==> src/rtl/forwarding_hazard_unit_pkg.sv <==
// Shared definitions for the operand forwarding / hazard unit: default widths,
// writeback-history entry layout, stall FSM encoding and counter helper.
package forwarding_hazard_unit_pkg;

    localparam int unsigned DEF_DATA_WIDTH       = 32;
    localparam int unsigned DEF_REG_ADDR_WIDTH   = 5;
    localparam int unsigned DEF_NUM_READ_PORTS   = 2;
    localparam int unsigned DEF_NUM_SOURCES      = 2;
    localparam int unsigned DEF_WB_HISTORY_DEPTH = 1;
    localparam int unsigned CNT_WIDTH            = 16;

    typedef struct packed {
        logic                          valid;
        logic [DEF_REG_ADDR_WIDTH-1:0] addr;
        logic [DEF_DATA_WIDTH-1:0]     data;
    } wb_entry_t;

    typedef enum logic {
        ST_RUN   = 1'b0,
        ST_STALL = 1'b1
    } fsm_state_e;

    // Increment that sticks at all-ones instead of wrapping.
    function automatic logic [CNT_WIDTH-1:0] sat_inc(input logic [CNT_WIDTH-1:0] v);
        return (&v) ? v : v + CNT_WIDTH'(1);
    endfunction

endpackage

==> src/rtl/forwarding_hazard_unit_operand_mux.sv <==
// Single-operand resolver: picks the newest producer of one source register
// and flags a hazard when that producer's result is still in flight.
module forwarding_operand_mux
    import forwarding_hazard_unit_pkg::*;
#(
    parameter int unsigned DATA_WIDTH       = DEF_DATA_WIDTH,
    parameter int unsigned REG_ADDR_WIDTH   = DEF_REG_ADDR_WIDTH,
    parameter int unsigned NUM_SOURCES      = DEF_NUM_SOURCES,
    parameter int unsigned WB_HISTORY_DEPTH = DEF_WB_HISTORY_DEPTH
) (
    input  logic [REG_ADDR_WIDTH-1:0]                  i_rs_addr,
    input  logic                                       i_rs_used,
    input  logic [DATA_WIDTH-1:0]                      i_rs_value,
    input  logic [NUM_SOURCES-1:0]                     i_src_valid,
    input  logic [NUM_SOURCES*REG_ADDR_WIDTH-1:0]      i_src_rd,
    input  logic [NUM_SOURCES-1:0]                     i_src_data_ready,
    input  logic [NUM_SOURCES*DATA_WIDTH-1:0]          i_src_data,
    input  logic [WB_HISTORY_DEPTH-1:0]                i_hist_valid,
    input  logic [WB_HISTORY_DEPTH*REG_ADDR_WIDTH-1:0] i_hist_addr,
    input  logic [WB_HISTORY_DEPTH*DATA_WIDTH-1:0]     i_hist_data,
    output logic [DATA_WIDTH-1:0]                      o_value,
    output logic                                       o_hazard
);

    logic w_found;

    // Pipeline sources first (index 0 youngest), then history newest-first;
    // the first hit wins, so an older ready copy can never hide a pending load.
    always_comb begin
        o_value  = i_rs_value;
        o_hazard = 1'b0;
        w_found  = 1'b0;
        if (i_rs_used) begin
            if (i_rs_addr == '0) begin
                o_value = '0;
            end else begin
                for (int s = 0; s < int'(NUM_SOURCES); s++) begin
                    if (!w_found && i_src_valid[s] &&
                        i_src_rd[s*REG_ADDR_WIDTH +: REG_ADDR_WIDTH] == i_rs_addr) begin
                        w_found  = 1'b1;
                        o_value  = i_src_data[s*DATA_WIDTH +: DATA_WIDTH];
                        o_hazard = !i_src_data_ready[s];
                    end
                end
                for (int h = 0; h < int'(WB_HISTORY_DEPTH); h++) begin
                    if (!w_found && i_hist_valid[h] &&
                        i_hist_addr[h*REG_ADDR_WIDTH +: REG_ADDR_WIDTH] == i_rs_addr) begin
                        w_found = 1'b1;
                        o_value = i_hist_data[h*DATA_WIDTH +: DATA_WIDTH];
                    end
                end
            end
        end
    end

endmodule

==> src/rtl/forwarding_hazard_unit.sv <==
// Operand forwarding and load-use hazard unit with RUN/STALL tracking.
// Define FORWARDING_PERF_COUNTERS_EN to build the stall performance counters.
module forwarding_hazard_unit
    import forwarding_hazard_unit_pkg::*;
#(
    parameter int unsigned DATA_WIDTH       = DEF_DATA_WIDTH,
    parameter int unsigned REG_ADDR_WIDTH   = DEF_REG_ADDR_WIDTH,
    parameter int unsigned NUM_READ_PORTS   = DEF_NUM_READ_PORTS,
    parameter int unsigned NUM_SOURCES      = DEF_NUM_SOURCES,
    parameter int unsigned WB_HISTORY_DEPTH = DEF_WB_HISTORY_DEPTH
) (
    input  logic                                     clk,
    input  logic                                     rst,
    input  logic                                     req_valid,
    output logic                                     req_ready,
    input  logic [NUM_READ_PORTS*REG_ADDR_WIDTH-1:0] req_rs_addr,
    input  logic [NUM_READ_PORTS-1:0]                req_rs_used,
    input  logic [NUM_READ_PORTS*DATA_WIDTH-1:0]     req_rs_value,
    input  logic [NUM_SOURCES-1:0]                   src_valid,
    input  logic [NUM_SOURCES*REG_ADDR_WIDTH-1:0]    src_rd,
    input  logic [NUM_SOURCES-1:0]                   src_data_ready,
    input  logic [NUM_SOURCES*DATA_WIDTH-1:0]        src_data,
    input  logic                                     wb_enable,
    input  logic [REG_ADDR_WIDTH-1:0]                wb_address,
    input  logic [DATA_WIDTH-1:0]                    wb_data,
    input  logic                                     flush,
    output logic [NUM_READ_PORTS*DATA_WIDTH-1:0]     fwd_value,
    output logic                                     stall_active,
    output logic [CNT_WIDTH-1:0]                     stall_cycles,
    output logic [CNT_WIDTH-1:0]                     stall_events
);

    localparam int unsigned HIST_AW = WB_HISTORY_DEPTH * REG_ADDR_WIDTH;
    localparam int unsigned HIST_DW = WB_HISTORY_DEPTH * DATA_WIDTH;

    logic [WB_HISTORY_DEPTH-1:0] r_hist_valid;
    logic [HIST_AW-1:0]          r_hist_addr;
    logic [HIST_DW-1:0]          r_hist_data;
    logic [NUM_READ_PORTS-1:0]   w_port_hazard;
    logic                        w_hazard;
    logic                        w_wb_push;
    fsm_state_e                  r_state;
    fsm_state_e                  w_next_state;

    genvar p;
    generate
        for (p = 0; p < int'(NUM_READ_PORTS); p++) begin : g_port
            forwarding_operand_mux #(
                .DATA_WIDTH      (DATA_WIDTH),
                .REG_ADDR_WIDTH  (REG_ADDR_WIDTH),
                .NUM_SOURCES     (NUM_SOURCES),
                .WB_HISTORY_DEPTH(WB_HISTORY_DEPTH)
            ) u_mux (
                .i_rs_addr       (req_rs_addr[p*REG_ADDR_WIDTH +: REG_ADDR_WIDTH]),
                .i_rs_used       (req_rs_used[p]),
                .i_rs_value      (req_rs_value[p*DATA_WIDTH +: DATA_WIDTH]),
                .i_src_valid     (src_valid),
                .i_src_rd        (src_rd),
                .i_src_data_ready(src_data_ready),
                .i_src_data      (src_data),
                .i_hist_valid    (r_hist_valid),
                .i_hist_addr     (r_hist_addr),
                .i_hist_data     (r_hist_data),
                .o_value         (fwd_value[p*DATA_WIDTH +: DATA_WIDTH]),
                .o_hazard        (w_port_hazard[p])
            );
        end
    endgenerate

    assign w_hazard  = |w_port_hazard;
    assign req_ready = !(req_valid && w_hazard);
    assign w_wb_push = wb_enable && (wb_address != '0);

    // Retired-write history, entry 0 in the low bits; shifting drops the oldest.
    // Flush leaves it alone because these writes are already committed.
    always_ff @(posedge clk or posedge rst) begin
        if (rst) begin
            r_hist_valid <= '0;
            r_hist_addr  <= '0;
            r_hist_data  <= '0;
        end else if (w_wb_push) begin
            r_hist_valid <= (r_hist_valid << 1) | WB_HISTORY_DEPTH'(1);
            r_hist_addr  <= (r_hist_addr << REG_ADDR_WIDTH) | HIST_AW'(wb_address);
            r_hist_data  <= (r_hist_data << DATA_WIDTH) | HIST_DW'(wb_data);
        end
    end

    always_ff @(posedge clk or posedge rst) begin
        if (rst) begin
            r_state <= ST_RUN;
        end else begin
            r_state <= w_next_state;
        end
    end

    // Flush overrides a simultaneous hazard.
    always_comb begin
        w_next_state = r_state;
        case (r_state)
            ST_RUN: begin
                if (!flush && req_valid && w_hazard) begin
                    w_next_state = ST_STALL;
                end
            end
            ST_STALL: begin
                if (flush || !(req_valid && w_hazard)) begin
                    w_next_state = ST_RUN;
                end
            end
            default: w_next_state = ST_RUN;
        endcase
    end

    assign stall_active = (r_state == ST_STALL);

`ifdef FORWARDING_PERF_COUNTERS_EN
    logic [CNT_WIDTH-1:0] r_stall_cycles;
    logic [CNT_WIDTH-1:0] r_stall_events;

    always_ff @(posedge clk or posedge rst) begin
        if (rst) begin
            r_stall_cycles <= '0;
            r_stall_events <= '0;
        end else begin
            if (r_state == ST_STALL) begin
                r_stall_cycles <= sat_inc(r_stall_cycles);
            end
            if (r_state == ST_RUN && w_next_state == ST_STALL) begin
                r_stall_events <= sat_inc(r_stall_events);
            end
        end
    end

    assign stall_cycles = r_stall_cycles;
    assign stall_events = r_stall_events;
`else
    assign stall_cycles = '0;
    assign stall_events = '0;
`endif

endmodule

==> config.mk <==
export PLATFORM = sky130hd
export DESIGN_NAME = forwarding_hazard_unit
export DESIGN_NICKNAME = d
export VERILOG_FILES = /design/src/rtl/forwarding_hazard_unit_pkg.sv /design/src/rtl/forwarding_hazard_unit_operand_mux.sv /design/src/rtl/forwarding_hazard_unit.sv
export SDC_FILE = /design/constraint.sdc
export NUM_CORES = 1
export LEC_CHECK = 0
export CAP_MARGIN = 40
export CORE_UTILIZATION = 35
export CTS_BUF_LIST = sky130_fd_sc_hd__clkbuf_8
export DETAILED_ROUTE_END_ITERATION = 10
export PLACE_DENSITY = 0.8
export SYNTH_ARGS = -nofsm -noshare
export SYNTH_HDL_FRONTEND = slang
export SYNTH_SLANG_ARGS = --single-unit
==> constraint.sdc <==
create_clock -name clk -period 1.6 [get_ports clk]
set_input_delay 0.16 -clock clk [delete_from_list [all_inputs] [get_ports clk]]
set_output_delay 0.16 -clock clk [all_outputs]
set_load 0.005 [all_outputs]
* Word-level counts from Yosys, hierarchy flattened
Cells that the tools add are included.
** Word-level totals
- Flip-flop bits (word level) :: 39
- Input port bits :: 196
- Output and inout bits :: 98
** Cells by class
- Equality and inequality tests :: 6
- Multiplexer cells :: 33
- Bitwise logic cells :: 1
- Reduce and logical (&&, ||, !) cells :: 27
** Operator list (count)
- 32-bit 2-to-1 mux :: 10
- 5-bit == test :: 6
- 1-bit 2-to-1 mux :: 22
- 1-bit logical AND :: 14
- 5-bit logical NOT :: 2
- 1-bit logical NOT :: 8
- 5-bit nonzero test :: 1
- 1-bit one-hot mux with 2 select lines :: 1
- 2-bit OR reduction :: 1
- 1-bit logical OR :: 1
- 1-bit inverter :: 1

* Depth between registers and ports, before layout
Gate-level depths: netlist of the first run.
- Word-level depth :: 17
- Gate-level depth with buffers :: 8
- Depth with buffers taken out :: 5

* Modules after synthesis
Synthesis of the first run repeated with hierarchy kept, for this count alone.
** Second synthesis, totals
- Cells, all modules :: 611
- Area total of the unflattened synthesis :: 5459.0 um^2
** Modules (own cells, without submodules)
- forwarding_operand_mux :: times used 2, cells an instance 245, area an instance 1869.3 um^2, sequential area each 0.0 um^2
- forwarding_hazard_unit :: times used 1, cells an instance 121, area an instance 1720.4 um^2, sequential area each 975.9 um^2

* Worst setup path before layout of the first run
OpenSTA, ideal clock, no wires.
- Path kind :: flip-flop to output port
- Start :: register r_hist_addr[4]
- End :: output fwd_value[33]
- Arrival time :: 1587 ps
- Data required time :: 1440 ps
- Setup slack :: -147 ps
- Stages on the path, launching flop included :: 7
- Cell sequence :: dfrtp_1 > xor2_1 > nor4_2 > o211ai_1 > clkbuf_1 > o31ai_1 > o22ai_1
** Between the ends
- Cells in the longest elaborated chain, start to end :: 5
** RTL lines
- from (decl) :: RTL line forwarding_hazard_unit.sv:37 : logic [HIST_AW-1:0] r_hist_addr;
- from (signal assigned) :: RTL line forwarding_hazard_unit.sv:83 : r_hist_addr <= (r_hist_addr << REG_ADDR_WIDTH) | HIST_AW'(wb_address);
- 5-bit == test :: RTL line forwarding_hazard_unit_operand_mux.sv:47 : i_hist_addr[h*REG_ADDR_WIDTH +: REG_ADDR_WIDTH] == i_rs_addr) begin
- 1-bit logical AND :: RTL line forwarding_hazard_unit_operand_mux.sv:46 : if (!w_found && i_hist_valid[h] &&
- 32-bit 2-to-1 mux :: RTL line forwarding_hazard_unit_operand_mux.sv:46
- 32-bit 2-to-1 mux :: RTL line forwarding_hazard_unit_operand_mux.sv:34 : if (i_rs_addr == '0) begin
- 32-bit 2-to-1 mux :: RTL line forwarding_hazard_unit_operand_mux.sv:33 : if (i_rs_used) begin
- to (decl) :: RTL line forwarding_hazard_unit.sv:27 : output logic [NUM_READ_PORTS*DATA_WIDTH-1:0] fwd_value,
Every way passes these cells.

* Worst setup path in the final report of the first run
- Start :: register r_hist_addr[1]
- End :: output fwd_value[9]
The elaborated chain is that of the path after synthesis.

==> flow_metrics.py, run 1 <==
metrics = {
    "clock_tree": {
        "cts_buffers": 5,
        "insertion_delay_ns": 0.30,
        "tritoncts": "yes",
        "cts.sinks": 39,
        "clk_pin_slew_ns": 0.08,
        "htree_levels": 2,
        "cts_root_buf": "clkbuf_8",
        "cts_max_path_buffers": 2,
    },
    "global_routing": {
        "grt_antenna_before_repair": 0,
        "grt_pass1_vias": 7299,
        "grt_usage_pct": 32.16,
        "grt_pass1_wl_um": 39830,
        "grt_overflow": 0,
        "grt_max_degree": 40,
    },
    "timing": {
        "fmax_mhz": 351.3,
        "hold_viol_final": 0,
        "finalWorstSetupSlack_ns": -1.246,
        "drv_slew": 0,
        "period_share_pct": 177.9,
        "setup_tns_ns": -65.22,
        "setup_violations": 76,
        "min_period_ns": 2.846,
        "finalClockSkew_ns": 0,
        "rsz0062_at_grt": "true",
    },
    "route": {
        "firstDrtPassIters": 8,
        "drtIter0Drc": 920,
        "num_vias": 7788,
        "wl_per_cell_um": 23.89,
        "drc_errors": 0,
        "wl_um": 29580,
        "final_antenna_net_count": 0,
        "avgViaCountPerCell": 6.291,
    },
    "die": {
        "rows": 45,
        "start_util_pct": 36.03,
        "num_io_pins": 294,
        "fp.coreArea_mm2": 0.01531,
        "die_h_um": 127.6,
        "die_area_mm2": 0.01627,
        "die_x_um": 127.6,
    },
    "hold_path": {
        "hp-start": "wb_address[2]",
        "hp-class": "primary input to flip-flop",
    },
    "power_and_ir_drop": {
        "p_sw_mw": 1.824,
        "pwr-share-seq_pct": 25.2,
        "power.leakage_nw": 4.653,
        "ir_drop_mv": 0.3929,
        "p_int_mw": 3.060,
        "p_sw_share_pct": 37.34,
        "p_comb_share_pct": 57.1,
        "clock_power_share_pct": 17.7,
        "power_per_cell_area_mw_per_mm2": 464.7,
    },
    "critical_path": {
        "path_buf_inv": 3,
        "path_cells": "buf_4 -> xor2_1 -> nor4_2 -> o211a_1 -> buf_12 -> a2111oi_2 -> o22ai_1 -> clkdlybuf4s50_1",
        "crit_fanout": 15,
        "criticalPathCategory": "flip-flop to output port",
        "r2r-start": "r_hist_data[29]",
        "slowest_stage": "clkdlybuf4s50_1",
        "slowest_delay_ns": 0.56,
        "arrival_ns": 2.69,
        "end_kind": "output port",
        "crit_family": "buffers and inverters",
        "startpoint": "r_hist_addr[1]",
        "start_kind": "flip-flop",
        "cp.required_ns": 1.44,
    },
    "layout": {
        "num_antenna_cells": 0,
        "fin_nets": 1223,
        "final_common_cell": "clkdlybuf4s50_1",
        "final-seq-area_um2": 975.9,
        "multi_input_area_mm2": 0.004778,
        "fillerInstances": 1180,
        "area_delta_synth_final_pct": 90.50,
        "drive_above_1_share_pct": 37.88,
        "final_core_util_pct": 68.64,
        "final_cell_mix": "clkdlybuf4s50_1 (180), buf_4 (93), inv_1 (65)",
    },
    "logic_synthesis": {
        "syn_area_mm2": 0.005518,
        "synth_enable_flop_cells": 0,
        "synth_warnings": 0,
        "synthArstFlopShare_pct": 100.0,
        "avgSynthCellArea_um2": 8.020,
        "syn_inst": 688,
        "ys.flop_type": "dfrtp_1",
        "ys_types": 38,
        "yosysSeqAreaShare_pct": 17.69,
        "ys_ff_latch": 39,
    },
    "flow_run": {
        "cap_violations": 0,
    },
    "placement": {
        "place_congestion": 0.9094,
        "portBuffers": 261,
        "post-place-ws_ns": -1.346,
        "dp_hpwl_um": 19020,
    },
    "run_status": {
        "status": "finished, violations left",
        "violations": "setup timing",
    },
}
==> path summary, 6_finish.rpt <==
path,endpoint,slack [ns],cells after the start
max,fwd_value[9],-1.25,8
min,r_hist_addr[2],0.1,3
max reg2reg,r_hist_data[29],0.71,1
min reg2reg,r_hist_valid,0.52,1
max in group asynchronous,r_hist_data[13],1.19,3
min in group asynchronous,r_hist_data[21],0.19,3
==> power groups by stage <==
stage          registers, mW  clock network (mW)  logic [mW]
2_1_floorplan           1.16                   0        1.06
3_3_place_gp            1.19                   0        2.32
3_5_place_dp            1.19                   0        2.36
4_1_cts                 1.18               0.875        2.45
5_1_grt                 1.24               0.908        2.92
6_report                1.23               0.863        2.79
==> per-stage QoR <==
step	cells	total power [mW]	area, um2	hold WS (ns)
3_5_place_dp	1169	3.550	8865	0.4690
6_report	1238	4.884	10510	0.09896
2_1_floorplan	719	2.219	5665	0.2654
3_3_place_gp	1169	3.510	8865	0.4611
5_1_grt	1238	5.073	10510	0.1321
4_1_cts	1199	4.508	9512	0.1972
==> cells in the mapped netlist, types with 3 or more instances <==
cell	instances	area share, %
a2111oi_0	27	4.3
a2111oi_2	35	9.5
a31oi_1	64	7.3
and3_1	66	7.5
and3_2	3	0.41
buf_2	25	2.3
buf_4	41	5.6
buf_6	3	0.61
clkbuf_1	42	2.9
dfrtp_1	39	18
inv_1	66	4.5
mux2_2	32	6.5
nand2_1	17	1.2
nand3_1	4	0.36
nor2_1	4	0.27
nor2b_1	32	3.6
o22ai_1	64	7.3
o31ai_1	64	8.7
or4_1	3	0.41
xnor2_1	10	1.6
xor2_1	18	2.9
==> registers in the layout (all words and copies together), names as in the netlist <==
signal	count
r_hist_addr	5
stall_active	1
r_hist_valid	1
r_hist_data	32
==> kinds of logic (layout without fill, tap and decap cells) <==
kind of cell,Yosys count,in the layout,synth area share (%)
mux,34,34,6.894
other cells,1,32,0.06796
xor+xnor,30,30,5.034
buf+inv,177,485,15.81
simple gates,142,142,15.78
compound gates,265,265,38.73
flops,39,39,17.69
==> area by class of cell <==
cell class | instances | area share [%]
multi-input combinational | 503 | 45.46
sequential | 39 | 9.285
timing repair buffer | 412 | 39.38
tap | 211 | 2.512
inverter | 66 | 2.357
clock buffer | 5 | 0.6547
clock inverter | 2 | 0.3571
==> timing repair <==
item | CTS | global route
buffers inserted | 21 | 45
pin swaps | 24 | 29
gates resized for setup | 241 | 183
hold buffers | 0 | 0
gates cloned | 2 | 4
endpoints found under the setup margin | 98 | 86
==> tightest hold or removal path, delay by kind of cell <==
kind | cells | cell delay [ns]
buffers and inverters | 1 | 0.11
AND/OR/NAND/NOR | 2 | 0.11
==> per-layer routing <==
layer	GRT usage, %	vias to the layer above	wire (um)
li1	-	3277	-
met1	38.94	3703	11160
met2	54.93	648	14120
met3	6.407	160	2766
met4	14.57	0	1533
met5	0	-	0
(Power assumes the default switching activity.)
==> run 2, diff against run 1 <==
--- a/config.mk
+++ b/config.mk
@@ -5,7 +5,7 @@
 export SDC_FILE = /design/constraint.sdc
 export NUM_CORES = 1
 export LEC_CHECK = 0
-export CAP_MARGIN = 40
+export CAP_MARGIN = 0
 export CORE_UTILIZATION = 35
 export CTS_BUF_LIST = sky130_fd_sc_hd__clkbuf_8
 export DETAILED_ROUTE_END_ITERATION = 10
==> results of run 2 <==
Same layout as run 1: the final DEF is identical, and so are final timing and power.
==> run 3, diff against run 2 <==
--- a/config.mk
+++ b/config.mk
@@ -10,6 +10,8 @@
 export CTS_BUF_LIST = sky130_fd_sc_hd__clkbuf_8
 export DETAILED_ROUTE_END_ITERATION = 10
 export PLACE_DENSITY = 0.8
+export SETUP_SLACK_MARGIN = 0.1
 export SYNTH_ARGS = -nofsm -noshare
 export SYNTH_HDL_FRONTEND = slang
+export SYNTH_HIERARCHICAL = 1
 export SYNTH_SLANG_ARGS = --single-unit
==> flow_metrics.py, run 3 <==
metrics = {
    "die": {
        "fp.coreArea_mm2": 0.01520,
        "die_area_mm2": 0.01610,
        "start_util_pct": 35.91,
        "rows": 45,
        "num_io_pins": 294,
        "die_x_um": 126.9,
        "die_h_um": 126.9,
    },
    "logic_synthesis": {
        "ys.flop_type": "dfrtp_1",
        "synth_warnings": 6,
        "syn_area_mm2": 0.005459,
        "netlist.area_leader.share_pct": 17.88,
        "synth_area_leaders": "dfrtp_1 (18%), o32ai_2 (7.2%), mux2_2 (6.6%), buf_4 (5.5%), a22o_1 (5.0%)",
        "avgSynthCellArea_um2": 8.935,
        "synth_most_common_cell": "nand2_1",
        "synthMuxAreaShare_pct": 6.601,
        "synth_top_area_cell": "dfrtp_1",
        "synth_enable_flop_cells": 0,
        "synthXorXnorAreaFrac_pct": 6.188,
        "syn_inst": 611,
        "synth_fa_ha_area_share_pct": 0,
        "synth_top_family_by_area": "compound AO/OA/AOI/OAI gates",
        "ys_ff_latch": 39,
        "ys_types": 51,
        "synth_common_cells": "nand2_1 (69), inv_1 (59), buf_4 (40)",
        "synthArstFlopShare_pct": 100.0,
        "yosys.area_share.simple_pct": 14.12,
        "yosysSeqAreaShare_pct": 17.88,
        "synth_compound_area_share_pct": 38.07,
    },
    "placement": {
        "portBuffers": 261,
        "dp_hpwl_um": 16680,
        "post-place-ws_ns": -1.332,
        "place_congestion": 0.8544,
    },
    "timing": {
        "drv_slew": 0,
        "min_period_ns": 2.421,
        "fmax_mhz": 413.0,
        "rsz0062_at_grt": "true",
        "worst_hold_slack_ns": 0.1708,
        "setup_violations": 66,
        "period_share_pct": 151.3,
        "hold_viol_final": 0,
        "setup_tns_ns": -46.75,
        "finalClockSkew_ns": 0,
        "finalWorstSetupSlack_ns": -0.8213,
    },
    "clock_tree": {
        "tritoncts": "yes",
        "insertion_delay_ns": 0.30,
        "cts.sinks": 39,
        "hold_buffers": 0,
        "clk_pin_slew_ns": 0.09,
        "cts_buffers": 5,
        "cts_max_path_buffers": 2,
        "cts_root_buf": "clkbuf_8",
        "htree_levels": 2,
    },
    "route": {
        "firstDrtPassIters": 5,
        "drc_errors": 0,
        "drtIter0Drc": 415,
        "wl_um": 25730,
        "avgViaCountPerCell": 5.817,
        "wl_per_cell_um": 22.25,
        "final_antenna_net_count": 0,
        "num_vias": 6725,
    },
    "critical_path": {
        "start_kind": "flip-flop",
        "criticalPathCategory": "flip-flop to output port",
        "r2r_end": "r_hist_data[18]",
        "r2r_cells": 2,
        "crit_fanout": 5,
        "startpoint": "r_hist_addr[0]",
        "cp.required_ns": 1.44,
        "slowest_delay_ns": 0.44,
        "path_cells": "xor2_1 -> nor2_2 -> o211ai_4 -> and2_4 -> buf_12 -> a2111oi_4 -> a21o_1 -> buf_2",
        "arrival_ns": 2.26,
        "end_kind": "output port",
        "r2r_slack_ns": 0.60,
        "r2r-start": "r_hist_data[18]",
        "slowest_stage": "dfrtp_1",
    },
    "layout": {
        "multi_input_area_mm2": 0.004702,
        "top_register": "r_hist_data",
        "largestRegisters": "r_hist_data (32), r_hist_addr (5)",
        "final_common_cell": "clkdlybuf4s50_1",
        "fillerInstances": 1116,
        "final-seq-area_um2": 975.9,
        "largest_register_ffs": 32,
        "final_cell_mix": "clkdlybuf4s50_1 (169), buf_4 (76), buf_2 (73)",
        "fin_nets": 1162,
        "drive_above_1_share_pct": 48.40,
        "area_delta_synth_final_pct": 88.82,
    },
    "run_status": {
        "status": "finished, violations left",
        "violations": "setup timing",
    },
    "global_routing": {
        "grt_pass1_wl_um": 37790,
        "grt_antenna_before_repair": 2,
        "grt_max_degree": 40,
        "grt_overflow": 0,
        "grt_usage_pct": 30.63,
        "grt_pass1_vias": 6900,
    },
    "hold_path": {
        "whs_endpoint": "r_hist_addr[1]",
        "hp-start": "wb_address[1]",
        "hp-class": "primary input to flip-flop",
        "min_path_cells": 3,
    },
    "power_and_ir_drop": {
        "ir_drop_mv": 0.2893,
        "power_mw": 4.712,
        "power_per_cell_area_mw_per_mm2": 457.2,
        "power.leakage_nw": 4.412,
    },
    "flow_run": {
        "cap_violations": 0,
    },
}
-- run 3: changes by cell type in the layout (fill, tap and decap cells not counted), sizes merged, moves of 28 or more --
cell / before / now
nor3: 4 / 40
o31ai: 64 / 0
nor2b: 32 / 0
o221ai: 0 / 28
o22ai: 64 / 2
buf: 181 / 225
a2111oi: 64 / 10
o21ai: 3 / 34
a22o: 1 / 31
a31oi: 64 / 2
nand2: 17 / 69
and3: 70 / 2
-- run 3: cell families after synthesis --
logic type,Yosys count
compound gates,214
flops,39
other cells,1
xor+xnor,30
buf+inv,145
mux,32
simple gates,150
-- run 3: routing by layer --
layer | routed length, um | global-route usage [%] | vias to the layer above
li1 | - | - | 2938
met1 | 9902 | 35.29 | 3250
met2 | 12910 | 54.14 | 430
met3 | 1790 | 5.989 | 105
met4 | 1105 | 15.06 | 2
met5 | 13 | 0 | -
-- run 3: worst max-delay path by stage --
stage / end / slack [ns] / cells past startpoint
after floorplan: fwd_value[11] / -0.08 / 7
after global placement: fwd_value[32] / -1.25 / 9
after detailed placement: fwd_value[32] / -1.33 / 9
after CTS: fwd_value[36] / -0.83 / 8
after global routing: fwd_value[6] / -0.89 / 9
final: fwd_value[6] / -0.82 / 8
-- run 3: cell type report --
class | instances | share of cell area, %
repair buffers | 403 | 39.32
clock inverters | 2 | 0.3399
inverters | 59 | 2.149
well taps | 188 | 2.282
diodes | 1 | 0.02428
flip-flops and latches | 39 | 9.468
multi-input cells | 458 | 45.62
clock buffers | 6 | 0.8012
-- run 3: where the power goes --
| part | switching, mW | internal [mW] |
|---|---|---|
| Clock | 0.413 | 0.506 |
| Sequential | 0.155 | 1.08 |
| Combinational | 1.08 | 1.47 |
| Total | 1.65 | 3.06 |
-- run 3: per-stage QoR --
step,instances,cell area [um2],util (%)
floorplan,642,5719,-
global placement,1081,8622,56.72
detailed placement,1081,8622,56.72
CTS,1143,9942,65.40
global route,1156,10310,67.80
finish,1156,10310,67.80
-- run 3: repair_timing --
item,4_1_cts,5_1_grt
gates resized for setup,532,45
gates cloned,11,2
setup endpoints to repair,98,76
setup buffers,44,14
pin swaps,125,58
-- run 3: critical path: cells and delay by family, from the launching register on --
| family | cells | cell delay (ns) |
|---|---|---|
| buffers and inverters | 2 | 0.28 |
| AND/OR/NAND/NOR | 2 | 0.47 |
| flip-flops | 1 | 0.44 |
| XOR/XNOR | 1 | 0.17 |
| AO/OA/AOI/OAI | 3 | 0.59 |
